### config.mk
export PLATFORM = sky130hd
export DESIGN_NAME = pipeline_3_memory
export DESIGN_NICKNAME = d
export VERILOG_FILES = /design/src/rtl/pipeline_pkg.sv /design/src/rtl/pipeline_3_memory_mem_handshake_fsm.sv /design/src/rtl/pipeline_3_memory.sv
export SDC_FILE = /design/constraint.sdc
export NUM_CORES = 1
export LEC_CHECK = 0
export ABC_AREA = 1
export CAP_MARGIN = 40
export CELL_PAD_IN_SITES_DETAIL_PLACEMENT = 0
export CELL_PAD_IN_SITES_GLOBAL_PLACEMENT = 1
export CORE_MARGIN = 3
export CORE_UTILIZATION = 34
export CTS_BUF_LIST = sky130_fd_sc_hd__clkbuf_2 sky130_fd_sc_hd__clkbuf_4 sky130_fd_sc_hd__clkbuf_8
export CTS_CLUSTER_SIZE = 16
export DETAILED_ROUTE_END_ITERATION = 12
export GPL_TIMING_DRIVEN = 0
export PLACE_DENSITY_LB_ADDON = 0.1
export SETUP_SLACK_MARGIN = 0.4
export SYNTH_ARGS = -nofsm -noshare
export SYNTH_HDL_FRONTEND = slang
export SYNTH_SLANG_ARGS = --single-unit
### constraint.sdc
create_clock -name clk -period 2.4 [get_ports clk]
set_input_delay 0.6 -clock clk [delete_from_list [all_inputs] [get_ports clk]]
set_output_delay 0.6 -clock clk [all_outputs]
set_load 0.01 [all_outputs]
### src/rtl/pipeline_pkg.sv
// pipeline_pkg: shared definitions for the pipeline stages.
//   CW         : control word width
//   CTL_*      : control word bit indices (execute fields plus memory-stage fields)
//   ST_*       : status register bit indices {Z,N,V}
//   mem_state_e: memory handshake states
//   ex_mem_t   : execute -> memory datapath bundle (control word kept separate)
//   znv()      : status flags for a retiring SETF op
package pipeline_pkg;

    localparam int CW = 22;

    // memory-stage control fields
    localparam int CTL_WRITE  = 0;
    localparam int CTL_MREAD  = 1;
    localparam int CTL_MWRITE = 2;
    localparam int CTL_SETF   = 3;
    // execute-stage fields, carried through untouched
    localparam int CTL_SHIFT_LO = 4;
    localparam int CTL_SHIFT_HI = 5;
    localparam int CTL_ALUOP_LO = 6;
    localparam int CTL_ALUOP_HI = 7;
    localparam int CTL_LOADS    = 8;
    localparam int CTL_BSEL     = 9;
    localparam int CTL_ASEL     = 10;

    localparam int ST_Z = 2;
    localparam int ST_N = 1;
    localparam int ST_V = 0;

    typedef enum logic {IDLE, BUSY} mem_state_e;

    typedef struct packed {
        logic [15:0] data_rd;
        logic [15:0] result;
        logic        hb_rm;
        logic        hb_rn;
        logic [5:0]  inst_type;
    } ex_mem_t;

    // V uses the subtract overflow rule: operands differ in sign and the
    // result sign differs from the A operand.
    function automatic logic [2:0] znv(input logic [15:0] res,
                                       input logic        rn15,
                                       input logic        rm15);
        logic [2:0] f;
        f       = '0;
        f[ST_Z] = ~|res;
        f[ST_N] = res[15];
        f[ST_V] = (rn15 ^ rm15) & (rn15 ^ res[15]);
        return f;
    endfunction

endpackage

### src/rtl/pipeline_3_memory_mem_handshake_fsm.sv
// mem_handshake_fsm: req/ack sequencing for the memory stage.
//   clk, rst_n : clock, async active-low reset
//   memop      : registered op needs a memory transfer
//   mem_ack    : transfer completes this cycle
//   stall      : hold this stage and upstream
//   mem_err    : one-cycle pulse when the pending access is aborted
// The first un-acked cycle happens in IDLE, so with cnt reaching TIMEOUT
// the request has been stalled for exactly TIMEOUT cycles before abort.
module mem_handshake_fsm
    import pipeline_pkg::*;
#(
    parameter int TIMEOUT = 15
) (
    input  logic clk,
    input  logic rst_n,
    input  logic memop,
    input  logic mem_ack,
    output logic stall,
    output logic mem_err
);

    localparam logic [7:0] TMO = 8'(TIMEOUT);

    mem_state_e state, state_nx;
    logic [7:0] cnt, cnt_nx;

    always_ff @(posedge clk or negedge rst_n) begin
        if (!rst_n) begin
            state <= IDLE;
            cnt   <= '0;
        end else begin
            state <= state_nx;
            cnt   <= cnt_nx;
        end
    end

    always_comb begin
        state_nx = state;
        cnt_nx   = cnt;
        stall    = 1'b0;
        mem_err  = 1'b0;
        case (state)
            IDLE: begin
                if (memop && !mem_ack) begin
                    stall    = 1'b1;
                    state_nx = BUSY;
                    cnt_nx   = 8'd1;
                end
            end
            BUSY: begin
                if (mem_ack) begin
                    state_nx = IDLE;
                    cnt_nx   = '0;
                end else if (cnt < TMO) begin
                    stall  = 1'b1;
                    cnt_nx = cnt + 8'd1;
                end else begin
                    // abort: let the op retire so writeback still happens
                    mem_err  = 1'b1;
                    state_nx = IDLE;
                    cnt_nx   = '0;
                end
            end
            default: state_nx = IDLE;
        endcase
    end

endmodule

### src/rtl/pipeline_3_memory.sv
// pipeline_3_memory: memory stage. Registers execute outputs, runs the optional
// load/store over req/ack, stalls upstream while pending, owns ZNV status.
//   clk, rst                 : clock, async active-low reset
//   control_in .. inst_type_in: execute-stage outputs (captured when !stall)
//   control_out              : registered control, zeroed (bubble) while stalled
//   wb_data_out              : load data (0 on abort) or registered result
//   inst_type_out, status_out: registered inst type, {Z,N,V}
//   stall                    : hold upstream and this stage's input register
//   mem_req/we/addr/wdata    : request side; mem_rdata/mem_ack response side
//   mem_err                  : one-cycle abort pulse
module pipeline_3_memory
    import pipeline_pkg::*;
#(
    parameter int TIMEOUT = 15,
    parameter int CW      = 22
) (
    input  logic          clk,
    input  logic          rst,
    input  logic [CW-1:0] control_in,
    input  logic [15:0]   data_Rd_in,
    input  logic [15:0]   result_in,
    input  logic          highbit_shifted_Rm_in,
    input  logic          highbit_data_Rn_in,
    input  logic [5:0]    inst_type_in,
    output logic [CW-1:0] control_out,
    output logic [15:0]   wb_data_out,
    output logic [5:0]    inst_type_out,
    output logic [2:0]    status_out,
    output logic          stall,
    output logic          mem_req,
    output logic          mem_we,
    output logic [15:0]   mem_addr,
    output logic [15:0]   mem_wdata,
    input  logic [15:0]   mem_rdata,
    input  logic          mem_ack,
    output logic          mem_err
);

    logic [CW-1:0] ctrl_q;
    ex_mem_t       ex_q;
    logic [2:0]    status_q;
    logic          is_store, is_load, memop;

    // reset clears to a NOP, so mem_req/stall drop with rst asynchronously
    always_ff @(posedge clk or negedge rst) begin
        if (!rst) begin
            ctrl_q <= '0;
            ex_q   <= '0;
        end else if (!stall) begin
            ctrl_q <= control_in;
            ex_q   <= '{data_rd:   data_Rd_in,
                        result:    result_in,
                        hb_rm:     highbit_shifted_Rm_in,
                        hb_rn:     highbit_data_Rn_in,
                        inst_type: inst_type_in};
        end
    end

    // store wins if both memory bits are set
    assign is_store = ctrl_q[CTL_MWRITE];
    assign is_load  = ctrl_q[CTL_MREAD] & ~is_store;
    assign memop    = is_load | is_store;

    mem_handshake_fsm #(.TIMEOUT(TIMEOUT)) u_fsm (
        .clk     (clk),
        .rst_n   (rst),
        .memop   (memop),
        .mem_ack (mem_ack),
        .stall   (stall),
        .mem_err (mem_err)
    );

    // an op retires on any edge without stall, including after an abort
    always_ff @(posedge clk or negedge rst) begin
        if (!rst)
            status_q <= '0;
        else if (!stall && ctrl_q[CTL_SETF])
            status_q <= znv(ex_q.result, ex_q.hb_rn, ex_q.hb_rm);
    end

    assign control_out   = stall ? '0 : ctrl_q;
    // ack low outside a completed transfer, so an aborted load yields 0
    assign wb_data_out   = is_load ? (mem_ack ? mem_rdata : 16'h0000) : ex_q.result;
    assign inst_type_out = ex_q.inst_type;
    assign status_out    = status_q;
    assign mem_req       = memop;
    assign mem_we        = is_store;
    assign mem_addr      = ex_q.result;
    assign mem_wdata     = ex_q.data_rd;

endmodule

==> summary.txt, run 1 <==
Clock tree
  – Num CTS Buffers: 9
  – Maximum buffer depth of the clock tree: 2
  – Htree depth: 3
  – Clock transition at path regs: 0.08 ns
  – # clock sinks: 74
  – Root Driver: clkbuf_8
  – CTS tree: done
  – Clk_lat worst skew: 0.35 ns

Synth
  – Cell count after synthesis: 439
  – Post-synth top area cell: dfrtp_1
  – Ys async rst share: 100%
  – Synth warn: 0
  – Netlist cell types: 21
  – Largest cells by area after synthesis: dfrtp_1 (49%), nand2_1 (12%), o21ai_2 (8.6%)
  – Netlist Area Pre-Place: 3780 sq um
  – Synthesized area per cell: 8.62 sq um
  – Post-synthesis register bit count: 74
  – Post-synth top flop: dfrtp_1
  – Seq/Total Area, Yosys: 49.0%
  – Post-Syn Nets: 521
  – Post-synth EDFFs: 0
  – Area fraction of the dominant cell type after synthesis: 49.0%

Flow run
  – # Max-Cap Violations: 0

Layout
  – Filler Cells Inserted: 937
  – Design area: 6470 sq um
  – Share of layout cells above drive strength 1: 37.5%
  – Diode count: 0
  – Sequential Area: 1850 sq um
  – Multi-input gate area: 1530 sq um
  – Finished Core Util: 61.3%
  – Layout area overhead: 71.2%
  – Fin cells: 795
  – Final nets: 736

Timing
  – Final period utilization: 101%
  – Clock skew: 0.0110 ns
  – Setup_tns: -0.312 ns
  – Tightest Pin Transition: 0.333 ns
  – Final hold vios: 0
  – F_max: 411 MHz
  – Setup WS post-layout: -0.0358 ns
  – Final min period: 2.44 ns
  – Rel. slew slack: 77.8%
  – Setup violation total in the final timing report: 11
  – Max-slew violation count: 0
  – RSZ-0062 raised after global routing: yes

Power and ir drop
  – Pwr Total: 9000 uW
  – Clk pwr share: 12.0%
  – Switching pwr: 3520 uW
  – Switching share of power: 39.1%
  – Sequential Power Share: 23.9%
  – Leakage power: 0.00321 uW
  – Power Internal: 5480 uW
  – Combinational power share: 64.1%
  – Peak supply drop: 624 uV
  – Pwr per Cell Area: 1390 nW/um^2

Drt
  – DRC Markers: 0
  – Detailed Route WL: 11.4 mm
  – Router iterations before antenna repair: 4
  – Vias after detailed routing: 3537
  – WL/cell: 14.3 um
  – DRT iter0 DRCs: 120
  – Post-route ant nets: 0
  – Via/cell ratio: 4.45

Setup path
  – Crit path kind: flop to output pin
  – Critical Path Source Type: flop
  – Worst Path Max Fanout: 5
  – Kind of end point of the critical path: output pin
  – Arrival @ worst endpoint: 1.84 ns
  – CP required: 1.80 ns

Placement
  – Placed insts: 738
  – HPWL after DPL: 7.95 mm
  – Port Buf Inserts: 162
  – Gpl congestion: 0.795
  – Post-Place Cell Area: 5630 sq um

Run status
  – Failing checks: setup timing
  – Status: finished, violations left

Die
  – Die width: 111 um
  – Initial Utilization: 35.8%
  – Core area: 10600 sq um
  – Die area: 12400 sq um
  – Die Y: 111 um
  – Num rows: 37
  – # IOs: 164

GRT
  – Largest net degree at the start of global routing: 57
  – Total GRT Usage: 18.9%
  – Total grt overflow: 0
  – First-pass GRT wire length: 19.1 mm
  – Initial antenna violation count: 0
  – Vias in the first global route: 3788

Hold path
  – Worst min path class: primary input to async pin
## logic make-up (layout without fill, tap and decap cells)
group           count (synthesis)  after routing  share of synthesized area [%]
fa+ha+maj                       1              1                          0.331
compound gates                 59             59                           11.5
flops                          74             74                           49.0
buf+inv                       107            327                           17.6
simple gates                  196            196                           21.1
xor+xnor                        2              2                          0.463
## per-layer routing
layer | global-route usage [%] | part of all wire [%] | vias up
met5 | 0 | 0 | -
met4 | 5.03 | 1.6 | 0
met3 | 6.03 | 7.2 | 18
met2 | 31.1 | 49 | 112
met1 | 24.0 | 42 | 1645
li1 | - | - | 1762
## cell type report
type	count	share of cell area, %
buffer	59	8.21
clock buffer	11	2.14
clock inverter	5	1.22
inverter	48	2.82
multi-input combinational	258	23.7
sequential	74	28.6
tap	136	2.63
timing repair buffer	204	30.7
## synth_stat cells (3+ instances only)
library cell and number:
nand3_1 24, nand2_1 123, clkbuf_1 4, inv_1 44, nand4_1 5, buf_6 15, o21ai_2 37, o21ai_0 20
dfrtp_1 74, nor2_1 39, inv_2 3, buf_4 39
## state kept, by name, summed over array words and instances, names as in the netlist
name           flops
ctrl_q            22
u_fsm.state        1
mem_wdata         16
u_fsm.cnt          8
status_out         3
mem_addr          16
ex_q               2
inst_type_out      6
## critical path, cell delays in order (launching register included)
cell	delay, ns
dfrtp_1	0.40
ha_4	0.16
nand3_2	0.06
nand4_1	0.09
nand2_1	0.07
nand2_2	0.08
inv_2	0.05
buf_8	0.13
buf_12	0.12
buf_16	0.13
nor2_4	0.08
buf_6	0.11
## layout by cell type, fill, tap and decap left out, types with 5 or more instances in the layout
cell / netlist / layout
buf_4: 39 / 67
clkbuf_8: 0 / 9
clkdlybuf4s50_1: 0 / 109
buf_2: 1 / 23
nand2_1: 123 / 123
o21ai_2: 37 / 42
nor2_4: 0 / 16
o21ai_1: 0 / 11
nor2_1: 39 / 20
buf_6: 15 / 40
inv_1: 44 / 44
nand3_2: 0 / 18
dlymetal6s2s_1: 0 / 10
dfrtp_1: 74 / 73
nand4_1: 5 / 5
nand3_1: 24 / 5
## stage by stage
step / hold WS, ns / worst slack (ns)
final: 0.128 / -0.0358
after global routing: 0.131 / -0.169
after CTS: 0.123 / -0.0527
after detailed placement: 0.461 / -0.229
after global placement: 0.456 / -2.01
after floorplan: 0.304 / 0.367
## power groups by stage
| stage | clock network [uW] | logic, uW | registers [uW] |
|---|---|---|---|
| final | 1080 | 5770 | 2150 |
| after global routing | 1160 | 6270 | 2230 |
| after CTS | 1110 | 5630 | 2140 |
| after detailed placement | 0 | 4860 | 2170 |
| after global placement | 0 | 4820 | 2150 |
| after floorplan | 0 | 2780 | 2090 |
## final timing paths
kind                               from  cells past startpoint             end  slack (ns)
hold / removal                      rst                      1     mem_addr[4]        0.13
hold reg to reg            mem_wdata[8]                      2    mem_wdata[8]        0.48
setup reg to reg           u_fsm.cnt[0]                     18   status_out[1]           0
min in group clk           mem_wdata[8]                      2    mem_wdata[8]        0.48
setup / recovery           u_fsm.cnt[0]                     11  control_out[1]       -0.04
max in group asynchronous           rst                      2    mem_addr[15]        1.69
## repair_timing
item,CTS,global route
pin swaps,9,7
gates resized for setup,258,34
cloned,2,0
hold buffers,0,0
buffers inserted,32,7
setup endpoints to repair,42,55
Power figures use the tool's default switching activity.
==> run 2, diff against run 1 <==
Settings changed: CORE_MARGIN 3 to 2.
==> run 2 against run 1 <==
Compared with the run above:
- worst setup slack got worse by 0.035 ns
- clock skew barely moved
- routed wire length shrank 1.6%
- the flow still finishes with violations (setup timing)
- cell count rose by 0.50%
- sequential share of layout area fell by 0.29 points
- maximum frequency fell by 1.4%
- combinational power grew 2%
- global-route usage hardly changed
- total power increased by 1.8%
==> summary.txt, run 2 (synthesis results as in run 1) <==
Setup path
  – Worst r2r dst: u_fsm.cnt[1]
  – Crit path kind: flop to output pin
  – Reg2Reg Depth: 10 (-8)
  – Critical path destination: control_out[1]
  – Worst Path Max Fanout: 5 (unchanged)
  – Kind of end point of the critical path: output pin
  – Worst path cell trace: ha_2 > nand3_2 > nand4_1 > nand2_1 > nand2_2 > inv_2 > buf_8 > buf_12 > buf_16 > nor2_2 > buf_6
  – Critical Path Source Type: flop
  – Largest delay share family, worst path: buffers and inverters
  – Worst path max stage delay: 0.37 ns (-0.03 ns)
  – Crit. Startpoint: u_fsm.cnt[0]
  – CP required: 1.80 ns (about the same)
  – Arrival @ worst endpoint: 1.87 ns (+0.03 ns)
  – Critical path's slowest cell: dfrtp_1
  – Crit path buf inv count: 5 (unchanged)
  – Stages on the worst setup path: 11 (unchanged)
  – Worst reg2reg setup slack: 0.55 ns (+0.55 ns)
  – Reg2Reg Launch Point: u_fsm.cnt[0]

Drt
  – Detailed Route WL: 11.2 mm (-1.6%)
  – WL/cell: 14.0 um (-2.1%)
  – Vias after detailed routing: 3580 (+1.2%)
  – DRC Markers: 0 (unchanged)
  – DRT iter0 DRCs: 110 (-8.3%)
  – Post-route ant nets: 0 (unchanged)
  – Router iterations before antenna repair: 4 (unchanged)
  – Via/cell ratio: 4.48 (+0.71%)

Clock tree
  – Maximum buffer depth of the clock tree: 2 (unchanged)
  – Root Driver: clkbuf_8
  – Clk_lat worst skew: 0.35 ns (about the same)
  – Htree depth: 3 (unchanged)
  – Hold buffer count at cts: 0 (unchanged)
  – # clock sinks: 74 (unchanged)
  – Num CTS Buffers: 9 (unchanged)
  – CTS tree: done
  – Clock transition at path regs: 0.08 ns (about the same)

Timing
  – Rel. slew slack: 68.4% (-9.4 points)
  – Final hold slack: 0.197 ns (+0.0686 ns)
  – Setup WS post-layout: -0.0709 ns (-0.0351 ns)
  – Setup_tns: -1.15 ns (-0.838 ns)
  – Final period utilization: 103% (+1.5 points)
  – Clock skew: 0.0110 ns (-0.0000425 ns)
  – Final hold vios: 0 (unchanged)
  – Max-slew violation count: 0 (unchanged)
  – F_max: 405 MHz (-1.4%)
  – Final min period: 2.47 ns (+0.0351 ns)
  – Tightest Pin Transition: 0.475 ns (+0.142 ns)
  – Setup violation total in the final timing report: 21 (+10)
  – RSZ-0062 raised after global routing: yes

Die
  – Num rows: 38 (+2.7%)
  – Die width: 109 um (-1.8%)
  – Core area: 10800 sq um (+2.7%)
  – Die area: 12000 sq um (-3.6%)
  – Initial Utilization: 34.9% (-0.94 points)
  – # IOs: 164 (unchanged)
  – Die Y: 109 um (-1.8%)

Power and ir drop
  – Sequential Power Share: 23.3% (-0.6 points)
  – Pwr per Cell Area: 1400 nW/um^2 (+0.80%)
  – Power Internal: 5600 uW (+2.2%)
  – Leakage power: 0.00322 uW (+0.26%)
  – Clk pwr share: 12.3% (+0.3 points)
  – Peak supply drop: 565 uV (-9.5%)
  – Switching pwr: 3560 uW (+1.2%)
  – Combinational power share: 64.4% (+0.3 points)
  – Switching share of power: 38.9% (-0.24 points)

Run status
  – Status: finished, violations left
  – Failing checks: setup timing

Layout
  – Max reg flops: 22 (unchanged)
  – Layout area overhead: 72.9%
  – Finished Core Util: 60.3% (-1.0 points)
  – Diode count: 0 (unchanged)
  – Fin cells: 799 (+0.50%)
  – Most flop-heavy register: ctrl_q
  – Share of layout cells above drive strength 1: 38.7% (+1.2 points)
  – Most frequent cells in the layout: nand2_1 (123), clkdlybuf4s50_1 (109), dfrtp_1 (73), buf_4 (64), o21ai_2 (46)
  – Most common cell after layout, fill and taps aside: nand2_1
  – Final nets: 736 (unchanged)

Placement
  – Placed insts: 742 (+0.54%)
  – HPWL after DPL: 7.73 mm (-2.7%)
  – Gpl congestion: 0.752 (-5.4%)
  – Port Buf Inserts: 162 (unchanged)

GRT
  – Largest net degree at the start of global routing: 42 (-26%)
  – First-pass GRT wire length: 17.4 mm (-8.9%)
  – Total GRT Usage: 18.9% (about the same)
  – Vias in the first global route: 3502 (-7.6%)
  – Total grt overflow: 0 (unchanged)
  – Initial antenna violation count: 0 (unchanged)

Hold path
  – Worst min path class: primary input to async pin

Flow run
  – # Max-Cap Violations: 0 (unchanged)
## run 2: worst min-delay path by stage
stage	start	end	slack, ns	depth (start not counted)
after detailed placement	mem_wdata[6]	mem_wdata[6]	0.46	2
after CTS	rst	mem_addr[8]	0.21	1
after floorplan	rst	ctrl_q[0]	0.30	0
after global routing	rst	mem_addr[8]	0.23	1
final	rst	mem_addr[8]	0.20	1
after global placement	mem_wdata[2]	mem_wdata[2]	0.46	2
## run 2: timing repair
| action | 4_1_cts | 5_1_grt |
|---|---|---|
| setup buffers | 24 | 13 |
| endpoints found under the setup margin | 43 | 56 |
| cloned | 3 | 1 |
| gates resized for setup | 257 | 50 |
| pin swaps | 14 | 15 |
## run 2: layer usage
metal  share of wire (%)  vias to the layer above  track usage [%]  routed length [um]
met5                   0                        -                0                   0
met1                  42                     1694             23.9                4690
li1                    -                     1759                -                   -
met4                 1.8                        0             6.69                 206
met3                 6.9                       16             4.51                 769
met2                  49                      111             31.5                5520
## run 2: worst reg2reg max path, delay by kind of cell, from the launching register on
family | cells | cell delay [ns]
adders and majority gates | 1 | 0.20
and+or+nand+nor | 4 | 0.38
AOI/OAI and AO/OA | 1 | 0.23
buffers and inverters | 4 | 0.53
DFF | 1 | 0.40
## run 2: layout make-up
type / instances / area (sq um)
clock buffers: 11 / 145
repair buffers: 204 / 2000
clock inverters: 5 / 85.1
plain buffers: 59 / 558
inverters: 48 / 183
multi-input cells: 258 / 1540
fillers: 990 / 4300
well taps: 140 / 175
flip-flops and latches: 74 / 1850
## run 2: through the flow
stage	setup slack (ns)	total power (uW)	area [sq um]
after floorplan	0.367	4870	3810
after global placement	-2.05	6960	5610
after detailed placement	-0.240	7020	5630
after CTS	-0.0845	8780	6240
after global routing	-0.166	9820	6540
final	-0.0709	9160	6540
## run 2: power by group through the flow
| stage | registers, uW | clock network, uW | logic, uW |
|---|---|---|---|
| global placement | 2150 | 0 | 4810 |
| finish | 2140 | 1120 | 5900 |
| CTS | 2140 | 1170 | 5480 |
| floorplan | 2090 | 0 | 2780 |
| global route | 2200 | 1210 | 6410 |
| detailed placement | 2170 | 0 | 4850 |
